[config.mk]
export PLATFORM = sky130hd
export DESIGN_NAME = spi_req_arbiter_flat
export DESIGN_NICKNAME = d
export VERILOG_FILES = /design/src/rtl/spi_req_arbiter_pkg.sv /design/src/rtl/spi_req_arbiter_if.sv /design/src/rtl/spi_req_arbiter_rr_pick.sv /design/src/rtl/spi_req_arbiter.sv /design/src/flat_wrapper.sv
export SDC_FILE = /design/constraint.sdc
export NUM_CORES = 1
export LEC_CHECK = 0
export ABC_AREA = 1
export BUFFER_PORTS_ARGS = -buffer_cell sky130_fd_sc_hd__buf_2
export CAP_MARGIN = 20
export CORE_ASPECT_RATIO = 0.75
export CORE_UTILIZATION = 53
export CTS_CLUSTER_DIAMETER = 30
export DETAILED_ROUTE_END_ITERATION = 12
export PLACE_DENSITY_LB_ADDON = 0.1
export SLEW_MARGIN = 20
export SYNTH_ARGS = -nofsm -noshare
export SYNTH_HDL_FRONTEND = slang
export SYNTH_SLANG_ARGS = --single-unit
[constraint.sdc]
create_clock -name clk -period 2.6 [get_ports clk]
set_input_delay 0.26 -clock clk [delete_from_list [all_inputs] [get_ports clk]]
set_output_delay 0.26 -clock clk [all_outputs]
set_load 0.005 [all_outputs]
[src/rtl/spi_req_arbiter_pkg.sv]
// Shared definitions for the SPI request arbiter: FSM encodings, limits, defaults.
package spi_req_arbiter_pkg;

  typedef enum logic [2:0] {
    ST_IDLE      = 3'd0,
    ST_ISSUE     = 3'd1,
    ST_WAIT_BUSY = 3'd2,
    ST_WAIT_DONE = 3'd3,
    ST_RESP      = 3'd4
  } state_t;

  localparam int NREQ_MAX      = 4;
  localparam int START_LEN_DEF = 10;
  localparam int TO_CYC_DEF    = 65535;
  localparam int DATA_W        = 32;
  localparam int DEPTH_W       = 16;

endpackage

[src/rtl/spi_req_arbiter_if.sv]
// Signals between the arbiter and the shared SPI master.
// master: arbiter side (drives start/command); slave: SPI master side.
interface spi_req_arbiter_if;
  import spi_req_arbiter_pkg::*;

  logic               spi_start;
  logic               spi_dir;
  logic [DATA_W-1:0]  spi_data_tx;
  logic [DEPTH_W-1:0] spi_data_depth;
  logic               spi_ready;
  logic               spi_read_finish;
  logic [DATA_W-1:0]  spi_data_rx;

  modport master (
    output spi_start, spi_dir, spi_data_tx, spi_data_depth,
    input  spi_ready, spi_read_finish, spi_data_rx
  );

  modport slave (
    input  spi_start, spi_dir, spi_data_tx, spi_data_depth,
    output spi_ready, spi_read_finish, spi_data_rx
  );
endinterface

[src/rtl/spi_req_arbiter_rr_pick.sv]
// Combinational round-robin select: first active request at or after ptr, wrapping.
module spi_req_arbiter_rr_pick #(
  parameter  int NREQ = 2,
  localparam int PW   = (NREQ > 1) ? $clog2(NREQ) : 1
) (
  input  logic [NREQ-1:0] req,
  input  logic [PW-1:0]   ptr,
  output logic [NREQ-1:0] sel,
  output logic [PW-1:0]   sel_idx,
  output logic            valid
);

  // Scan offsets from farthest to nearest so the nearest active request wins.
  always_comb begin
    sel     = '0;
    sel_idx = '0;
    valid   = 1'b0;
    for (int k = NREQ - 1; k >= 0; k--) begin
      if (req[PW'((int'(ptr) + k) % NREQ)]) begin
        sel                                   = '0;
        sel[PW'((int'(ptr) + k) % NREQ)]      = 1'b1;
        sel_idx                               = PW'((int'(ptr) + k) % NREQ);
        valid                                 = 1'b1;
      end
    end
  end

endmodule

[src/rtl/spi_req_arbiter.sv]
// Shares one SPI master between NREQ requesters with round-robin grant,
// start/ready sequencing, read-data return and a per-wait-state timeout.
module spi_req_arbiter
  import spi_req_arbiter_pkg::*;
#(
  parameter int NREQ      = 2,
  parameter int START_LEN = START_LEN_DEF,
  parameter int TO_CYC    = TO_CYC_DEF
) (
  input  logic                 clk,
  input  logic                 rst,
  input  logic [NREQ-1:0]      req,
  input  logic [NREQ-1:0]      req_dir,
  input  logic [32*NREQ-1:0]   req_data_tx,
  input  logic [16*NREQ-1:0]   req_depth,
  output logic [NREQ-1:0]      gnt,
  output logic [NREQ-1:0]      done,
  output logic [31:0]          rsp_data,
  output logic                 rsp_timeout,
  output logic                 busy,
  spi_req_arbiter_if.master    spi
);

  localparam int PW = (NREQ > 1) ? $clog2(NREQ) : 1;

  state_t               state_reg, state_next;
  logic [15:0]          cnt_reg, cnt_next;
  logic [PW-1:0]        ptr_reg, ptr_next;
  logic [PW-1:0]        gnt_idx_reg, gnt_idx_next;
  logic [NREQ-1:0]      gnt_reg, gnt_next;
  logic [NREQ-1:0]      done_reg, done_next;
  logic [31:0]          rsp_data_reg, rsp_data_next;
  logic                 rsp_timeout_reg, rsp_timeout_next;
  logic                 start_reg, start_next;
  logic                 dir_reg, dir_next;
  logic [31:0]          tx_reg, tx_next;
  logic [15:0]          depth_reg, depth_next;
  logic                 seen_low_reg, seen_low_next;
  logic [31:0]          rx_reg, rx_next;

  logic [NREQ-1:0]      pick_sel;
  logic [PW-1:0]        pick_idx;
  logic                 pick_valid;
  logic [31:0]          tx_arr [NREQ];
  logic [15:0]          depth_arr [NREQ];

  generate
    for (genvar gi = 0; gi < NREQ; gi++) begin : g_unpack
      assign tx_arr[gi]    = req_data_tx[32*gi +: 32];
      assign depth_arr[gi] = req_depth[16*gi +: 16];
    end
  endgenerate

  spi_req_arbiter_rr_pick #(.NREQ(NREQ)) u_rr_pick (
    .req     (req),
    .ptr     (ptr_reg),
    .sel     (pick_sel),
    .sel_idx (pick_idx),
    .valid   (pick_valid)
  );

  // Next-state and next-output logic; every output is registered below.
  always_comb begin
    state_next       = state_reg;
    cnt_next         = cnt_reg + 16'd1;
    ptr_next         = ptr_reg;
    gnt_idx_next     = gnt_idx_reg;
    gnt_next         = gnt_reg;
    done_next        = '0;
    rsp_data_next    = '0;
    rsp_timeout_next = 1'b0;
    start_next       = start_reg;
    dir_next         = dir_reg;
    tx_next          = tx_reg;
    depth_next       = depth_reg;
    seen_low_next    = seen_low_reg;
    rx_next          = rx_reg;
    case (state_reg)
      ST_IDLE: begin
        cnt_next = '0;
        // A busy master (ready low) blocks granting entirely.
        if (pick_valid && spi.spi_ready) begin
          gnt_next      = pick_sel;
          gnt_idx_next  = pick_idx;
          dir_next      = req_dir[pick_idx];
          tx_next       = tx_arr[pick_idx];
          depth_next    = depth_arr[pick_idx];
          start_next    = 1'b1;
          seen_low_next = 1'b0;
          rx_next       = '0;
          state_next    = ST_ISSUE;
        end
      end
      ST_ISSUE: begin
        // The master may accept while start is still high; remember that.
        if (!spi.spi_ready) seen_low_next = 1'b1;
        if (dir_reg && spi.spi_read_finish) rx_next = spi.spi_data_rx;
        if (cnt_reg == 16'(START_LEN - 1)) begin
          start_next = 1'b0;
          cnt_next   = '0;
          state_next = (seen_low_reg || !spi.spi_ready) ? ST_WAIT_DONE : ST_WAIT_BUSY;
        end
      end
      ST_WAIT_BUSY: begin
        if (!spi.spi_ready) begin
          cnt_next   = '0;
          state_next = ST_WAIT_DONE;
        end else if (cnt_reg == 16'(TO_CYC)) begin
          cnt_next         = '0;
          done_next        = gnt_reg;
          rsp_timeout_next = 1'b1;
          state_next       = ST_RESP;
        end
      end
      ST_WAIT_DONE: begin
        if (dir_reg && spi.spi_read_finish) rx_next = spi.spi_data_rx;
        if (spi.spi_ready) begin
          // read_finish coinciding with ready must still return the fresh word.
          cnt_next      = '0;
          done_next     = gnt_reg;
          rsp_data_next = !dir_reg ? 32'd0 :
                          (spi.spi_read_finish ? spi.spi_data_rx : rx_reg);
          state_next    = ST_RESP;
        end else if (cnt_reg == 16'(TO_CYC)) begin
          cnt_next         = '0;
          done_next        = gnt_reg;
          rsp_timeout_next = 1'b1;
          state_next       = ST_RESP;
        end
      end
      ST_RESP: begin
        cnt_next   = '0;
        gnt_next   = '0;
        ptr_next   = (gnt_idx_reg == PW'(NREQ - 1)) ? '0 : gnt_idx_reg + PW'(1);
        state_next = ST_IDLE;
      end
      default: begin
        cnt_next   = '0;
        gnt_next   = '0;
        start_next = 1'b0;
        state_next = ST_IDLE;
      end
    endcase
  end

  // State and registered-output update with synchronous reset.
  always_ff @(posedge clk) begin
    if (rst) begin
      state_reg       <= ST_IDLE;
      cnt_reg         <= '0;
      ptr_reg         <= '0;
      gnt_idx_reg     <= '0;
      gnt_reg         <= '0;
      done_reg        <= '0;
      rsp_data_reg    <= '0;
      rsp_timeout_reg <= 1'b0;
      start_reg       <= 1'b0;
      dir_reg         <= 1'b0;
      tx_reg          <= '0;
      depth_reg       <= '0;
      seen_low_reg    <= 1'b0;
      rx_reg          <= '0;
    end else begin
      state_reg       <= state_next;
      cnt_reg         <= cnt_next;
      ptr_reg         <= ptr_next;
      gnt_idx_reg     <= gnt_idx_next;
      gnt_reg         <= gnt_next;
      done_reg        <= done_next;
      rsp_data_reg    <= rsp_data_next;
      rsp_timeout_reg <= rsp_timeout_next;
      start_reg       <= start_next;
      dir_reg         <= dir_next;
      tx_reg          <= tx_next;
      depth_reg       <= depth_next;
      seen_low_reg    <= seen_low_next;
      rx_reg          <= rx_next;
    end
  end

  assign gnt                = gnt_reg;
  assign done               = done_reg;
  assign rsp_data           = rsp_data_reg;
  assign rsp_timeout        = rsp_timeout_reg;
  assign busy               = (state_reg != ST_IDLE);
  assign spi.spi_start      = start_reg;
  assign spi.spi_dir        = dir_reg;
  assign spi.spi_data_tx    = tx_reg;
  assign spi.spi_data_depth = depth_reg;

endmodule

[src/flat_wrapper.sv]
// flat-port wrapper written by rule: the top's interface ports become plain ports
module spi_req_arbiter_flat import spi_req_arbiter_pkg::*;
#(
  parameter int NREQ      = 2,
  parameter int START_LEN = START_LEN_DEF,
  parameter int TO_CYC    = TO_CYC_DEF
)
  (clk, rst, req, req_dir, req_data_tx, req_depth, gnt, done, rsp_data, rsp_timeout, busy, spi_spi_start, spi_spi_dir, spi_spi_data_tx, spi_spi_data_depth, spi_spi_ready, spi_spi_read_finish, spi_spi_data_rx);
  spi_req_arbiter_if spi_i ();
  input  logic clk;
  input  logic rst;
  input  logic [NREQ-1:0] req;
  input  logic [NREQ-1:0] req_dir;
  input  logic [32*NREQ-1:0] req_data_tx;
  input  logic [16*NREQ-1:0] req_depth;
  output logic [NREQ-1:0] gnt;
  output logic [NREQ-1:0] done;
  output logic [31:0] rsp_data;
  output logic rsp_timeout;
  output logic busy;
  output wire logic [$bits(spi_i.spi_start)-1:0] spi_spi_start;
  output wire logic [$bits(spi_i.spi_dir)-1:0] spi_spi_dir;
  output wire logic [$bits(spi_i.spi_data_tx)-1:0] spi_spi_data_tx;
  output wire logic [$bits(spi_i.spi_data_depth)-1:0] spi_spi_data_depth;
  input wire logic [$bits(spi_i.spi_ready)-1:0] spi_spi_ready;
  input wire logic [$bits(spi_i.spi_read_finish)-1:0] spi_spi_read_finish;
  input wire logic [$bits(spi_i.spi_data_rx)-1:0] spi_spi_data_rx;
  assign spi_spi_start = spi_i.spi_start;
  assign spi_spi_dir = spi_i.spi_dir;
  assign spi_spi_data_tx = spi_i.spi_data_tx;
  assign spi_spi_data_depth = spi_i.spi_data_depth;
  assign spi_i.spi_ready = spi_spi_ready;
  assign spi_i.spi_read_finish = spi_spi_read_finish;
  assign spi_i.spi_data_rx = spi_spi_data_rx;
  spi_req_arbiter #(.NREQ(NREQ), .START_LEN(START_LEN), .TO_CYC(TO_CYC)) u_core (.clk(clk), .rst(rst), .req(req), .req_dir(req_dir), .req_data_tx(req_data_tx), .req_depth(req_depth), .gnt(gnt), .done(done), .rsp_data(rsp_data), .rsp_timeout(rsp_timeout), .busy(busy), .spi(spi_i));
endmodule
# After elaboration in Yosys (flattened, before gate mapping)
# Index checks and enable logic that the tools add are counted.
# word_totals
ff_bits	141
latchBits	0
ram_bits	0
mem_bits_ro	0
input_bits	136
out_inout_bits	88
n_memories	0
# op_classes
addsub	3
n_mul	0
div_mod_pow	0
magnitude_cmp	6
n_eq_ne	10
shift	0
mux	55
bitwise	6
reduce_logical	20
# ops
cell	count
32-bit 2-to-1 mux	6
16-bit 2-to-1 mux	7
32-bit one-hot mux with 2 select lines	1
16-bit one-hot mux with 3 select lines	1
1-bit 2-to-1 mux	21
16-bit by 1-bit adder with 16-bit output (second input constant)	1
16-bit == test (second input constant)	1
16-bit by 4-bit == test with 1-bit output (second input constant)	1
3-bit 2-to-1 mux	5
2-bit 2-to-1 mux	6
3-bit one-hot mux with 4 select lines	1
3-bit AND reduction	3
2-bit one-hot mux with 2 select lines	2
3-bit by 2-bit == test with 1-bit output (second input constant)	2
1-bit by 3-bit < comparator with 1-bit output (second input constant)	2
2-bit by 1-bit inequality test with 1-bit output (second input constant)	3
2-bit AND reduction	3
3-bit OR reduction	2
1-bit NOT	5
1-bit logical AND	4
1-bit one-hot mux with 2 select lines	2
2-bit nonzero test	2
4-bit OR reduction	1
3-bit by 1-bit == test with 1-bit output (second input constant)	1
14 further kinds	17

# Longest topological paths before layout
# depth
word_depth	10
mapped_depth	11

# Hierarchy
# From an unflattened synthesis, not the netlist that was laid out.
# hier_totals
hier_cells	753
area_unflattened_um2	5803.1
# by_module_without_submodules
mod	instances	cells_per_inst	area_per_inst_um2	seq_area_each_um2
spi_req_arbiter	1	746	5766.8	2822.7
spi_req_arbiter_rr_pick	1	7	36.3	0.0

# Worst setup path after synthesis
# OpenSTA, ideal clock, no wires.
# synth_timing
path_type	flip-flop to flip-flop
startpoint	register u_core.cnt_reg[0]
endpoint	register u_core.cnt_reg[9]
arrival_ns	1.426
setup_slack_ns	1.055
path_stages_with_launch	12
path_buffers	1
synth_period_minus_slack_ns	1.545
cell_sequence	dfxtp_1 > ha_1 > nand2_1 > nor2_2 > nand2_2 > nor2_4 > inv_2 > nand2_2 > nand2_4 > nand2_4 > buf_12 > nor2_4
# synth_between
elab_chain_len	4
word_cells_on_any_way	8
classes_between	add/sub: 1; eq/ne: 2; mux: 5
# synth_lines
element	line	source
start: declaration	spi_req_arbiter.sv:27	logic [15:0] cnt_reg, cnt_next;
start signal: assignment	spi_req_arbiter.sv:165	cnt_reg <= cnt_next;
16-bit by 1-bit adder with 16-bit output or 16-bit == test (tied branches)	spi_req_arbiter.sv:65, spi_req_arbiter.sv:108, spi_req_arbiter.sv:124	
16-bit 2-to-1 mux	spi_req_arbiter.sv:108, spi_req_arbiter.sv:124	
16-bit 2-to-1 mux, on equally long branches	spi_req_arbiter.sv:117, spi_req_arbiter.sv:105	
16-bit one-hot mux with 3 select lines *	spi_req_arbiter.sv:78	case (state_reg)
# Every way passes the cells marked *; elsewhere a longest branch is shown, timed or not.
# A chain may end at the register's enable or synchronous reset.

# Final worst setup path
# layout_timing
startpoint	register u_core.state_reg[0]
endpoint	register u_core.depth_reg[2] (netlist: u_core.spi.spi_data_depth[2])
# layout_between
elab_chain_len	2
# layout_lines
element	line	source
start: declaration	spi_req_arbiter.sv:26	state_t state_reg, state_next;
start signal: assignment	spi_req_arbiter.sv:164	state_reg <= state_next;
3-bit zero test	spi_req_arbiter.sv:78	
2-bit AND reduction (no line)	--	
end signal: assignment	spi_req_arbiter.sv:175	depth_reg <= depth_next;
end: declaration	spi_req_arbiter.sv:37	logic [15:0] depth_reg, depth_next;
# Every way passes these cells.

==> results.yml <==
power_and_ir_drop:
  finalPower_mw: 5.732
  p_clk_frac: 0.426
  power_frac_seq: 0.418
  p_sw_frac: 0.2656
  combinationalPowerShare: 0.156
  leakagePower_nw: 3.333
  power.density_mw_per_mm2: 769.2
  irDropWorstVdd_uv: 448.7
  internal_power_mw: 4.210
  p_sw_mw: 1.522
place:
  dp_cells: 1064
  dp_slack_ps: 648.5
  portBuffers: 221
  dp_hpwl_mm: 10.71
  place.gp.congestion: 0.8658
final_layout:
  final_util: 0.7131
  n_fill_cell: 818
  mostFrequentLayoutCells: "buf_2 (221), nand2_1 (208), dfxtp_1 (139)"
  nNetsFinal: 1085
  final_common_cell: "buf_2"
  stdcell_count: 1096
  drive_gt1_frac: 0.3104
  area_growth_pct: 28.95
  n_antenna_cell: 0
sta:
  tns_ps: 0
  setup_viol: 0
  hold_violations: 0
  worst_clock_skew_ps: 9.250
  setup_ws_ps: 654.2
  report.final.slew_viol_count: 0
  rsz0062_at_grt: "no"
  max_slew_margin: 0.5072
  clock.fmax_mhz: 513.9
  tightest_slew_ps: 737.5
  final.min_clock_period_ps: 1946
  timing.final.crit_share: 0.7484
clock_network:
  cts_setup_buffers: 0
  ctsHoldBuffers: 0
  insertion_delay_ps: 410
  cts_tree: "done"
  cts-resized-gates: 0
  cts_made_buffers: 17
  clkTransAtPathRegs_ps: 60
  cts_root_buf: "clkbuf_16"
  cts.sinks: 140
  cts_max_path_buffers: 2
  ctsHtreeMaxLevel: 4
floorplanning:
  core.rowCount: 32
  pin_count: 224
  initial_core_util: 0.5530
  dieArea_mm2: 0.01133
  core_area_mm2: 0.01045
  die_h_um: 92.44
  die_w_um: 122.6
global_routing:
  first_global_vias: 5481
  grt_antenna_before_repair: 0
  track_usage: 0.2822
  grt_start_max_net_pins: 55
  grt-ovfl-total: 0
  grt_pass1_wl_mm: 25.22
critical_path:
  cp.arrival_ps: 2280
  worstSetupPathType: "reg2reg"
  critical_path_required_ps: 2930
  reg2reg_slack_ps: 650
  cp-start-kind: "register"
  worst-path-max-fanout: 44
  end_kind: "register"
routing:
  totalWireLength_mm: 15.69
  drc: 0
  drt_first_iter_violations: 422
  wire_per_inst_um: 14.32
  via_count: 5814
  dr.pass1.iters: 5
  ant_nets: 0
  viasPerCell: 5.305
flow_run:
  maxCapViolCount: 0
yosys:
  synth_area_per_cell_um2: 7.706
  syn_area_mm2: 0.005779
  yosysUniqueCellTypes: 35
  syn_inst: 750
  synth_seq_cells: 140
  ys_seq_area_frac: 0.4850
  yosysWarnings: 0
min_path:
  hold_class: "in2reg"
outcome:
  status: "finished clean"
-- synthesized netlist by cell type --
cell type  instances  area, µm²
nor3_4             1      16.27
o22ai_1            1      6.260
nand3_1           62      310.3
buf_12             1      20.02
ha_1               2      25.02
a31oi_1           49      306.5
buf_8              5      75.07
o21ai_1           39      195.2
clkinv_1           1      3.750
nand2_2            6      37.54
clkbuf_1          29      108.9
dfxtp_1          140       2803
nand2_1          208      780.8
inv_2              7      26.28
a21boi_0           2      15.01
nor2_1            31      116.4
nor2_2            11      68.82
o21ai_2            1      8.760
xnor2_1            2      17.52
and3_1             1      6.260
xor2_1             6      52.55
o211ai_1           1      7.510
conb_1             1      3.750
a21oi_1           72      360.4
nand3b_1           1      7.510
buf_2             19      95.09
buf_4              1      7.510
nor4_1             1      6.260
o21ai_0           15      75.07
nor2_8             1      20.02
nor3_1             8      40.04
nand4_1            1      6.260
nand2_4            2      22.52
nor2_4             6      67.56
inv_1             16      60.06
-- cell families after synthesis --
kind of cell / count (synthesis) / share of synthesized area
and+or+nand+nor: 340 / 0.2607
AOI/OAI and AO/OA: 180 / 0.1687
DFF: 140 / 0.4850
buffers and inverters: 79 / 0.06863
xor gates and xnor gates: 8 / 0.01212
adders and majority gates: 2 / 0.004329
other: 1 / 0.0006489
-- per-layer routing --
layer / wire length, µm / vias up / track usage
li1: - / 2909 / -
met1: 6535 / 2673 / 0.3331
met2: 7849 / 201 / 0.4827
met3: 934 / 31 / 0.06281
met4: 373 / 0 / 0.1352
met5: 0 / - / 0
-- stage by stage --
| stage | area, µm² | hold slack [ps] |
|---|---|---|
| final | 7452 | 105.9 |
| after global routing | 7452 | 110.6 |
| after CTS | 7452 | 96.17 |
| after detailed placement | 6849 | 411.8 |
| after global placement | 6849 | 411.3 |
| after floorplan | 5783 | 400.5 |
-- critical path, cell delays in order (launching register included) --
cell and delay (ps):
dfxtp_1 340, nor2_2 160, inv_2 80, nor2_4 90
inv_2 70, nor2_8 340, buf_4 450, o21ai_1 130
a31oi_1 190
-- power by group through the flow --
| stage | Sequential (mW) | Clock [mW] | Combinational [mW] |
|---|---|---|---|
| global placement | 2.43 | 0 | 0.867 |
| finish | 2.40 | 2.44 | 0.893 |
| global route | 2.41 | 2.56 | 0.991 |
| floorplan | 2.44 | 0 | 0.572 |
| CTS | 2.40 | 2.47 | 0.896 |
| detailed placement | 2.44 | 0 | 0.890 |
-- cell type report --
type | count | area, µm² | share of cell area
Sequential cell | 140 | 2804 | 0.3763
Multi-Input combinational cell | 532 | 2584 | 0.3467
Timing Repair Buffer | 232 | 1201 | 0.1612
Clock buffer | 21 | 460.4 | 0.06179
Tap cell | 136 | 170.2 | 0.02283
Clock inverter | 11 | 142.6 | 0.01914
Inverter | 24 | 90.09 | 0.01209
-- path summary, 6_finish.rpt --
check | to | from | cells after the start
worst max register to register | u_core.spi.spi_data_depth[2] | u_core.state_reg[0] | 8
worst max-delay path | u_core.spi.spi_data_depth[2] | u_core.state_reg[0] | 8
worst min-delay path | u_core.rsp_data[11] | spi_spi_data_rx[11] | 3
worst min register to register | u_core.ptr_reg | u_core.gnt_idx_reg | 1
(Power assumes the default switching activity.)
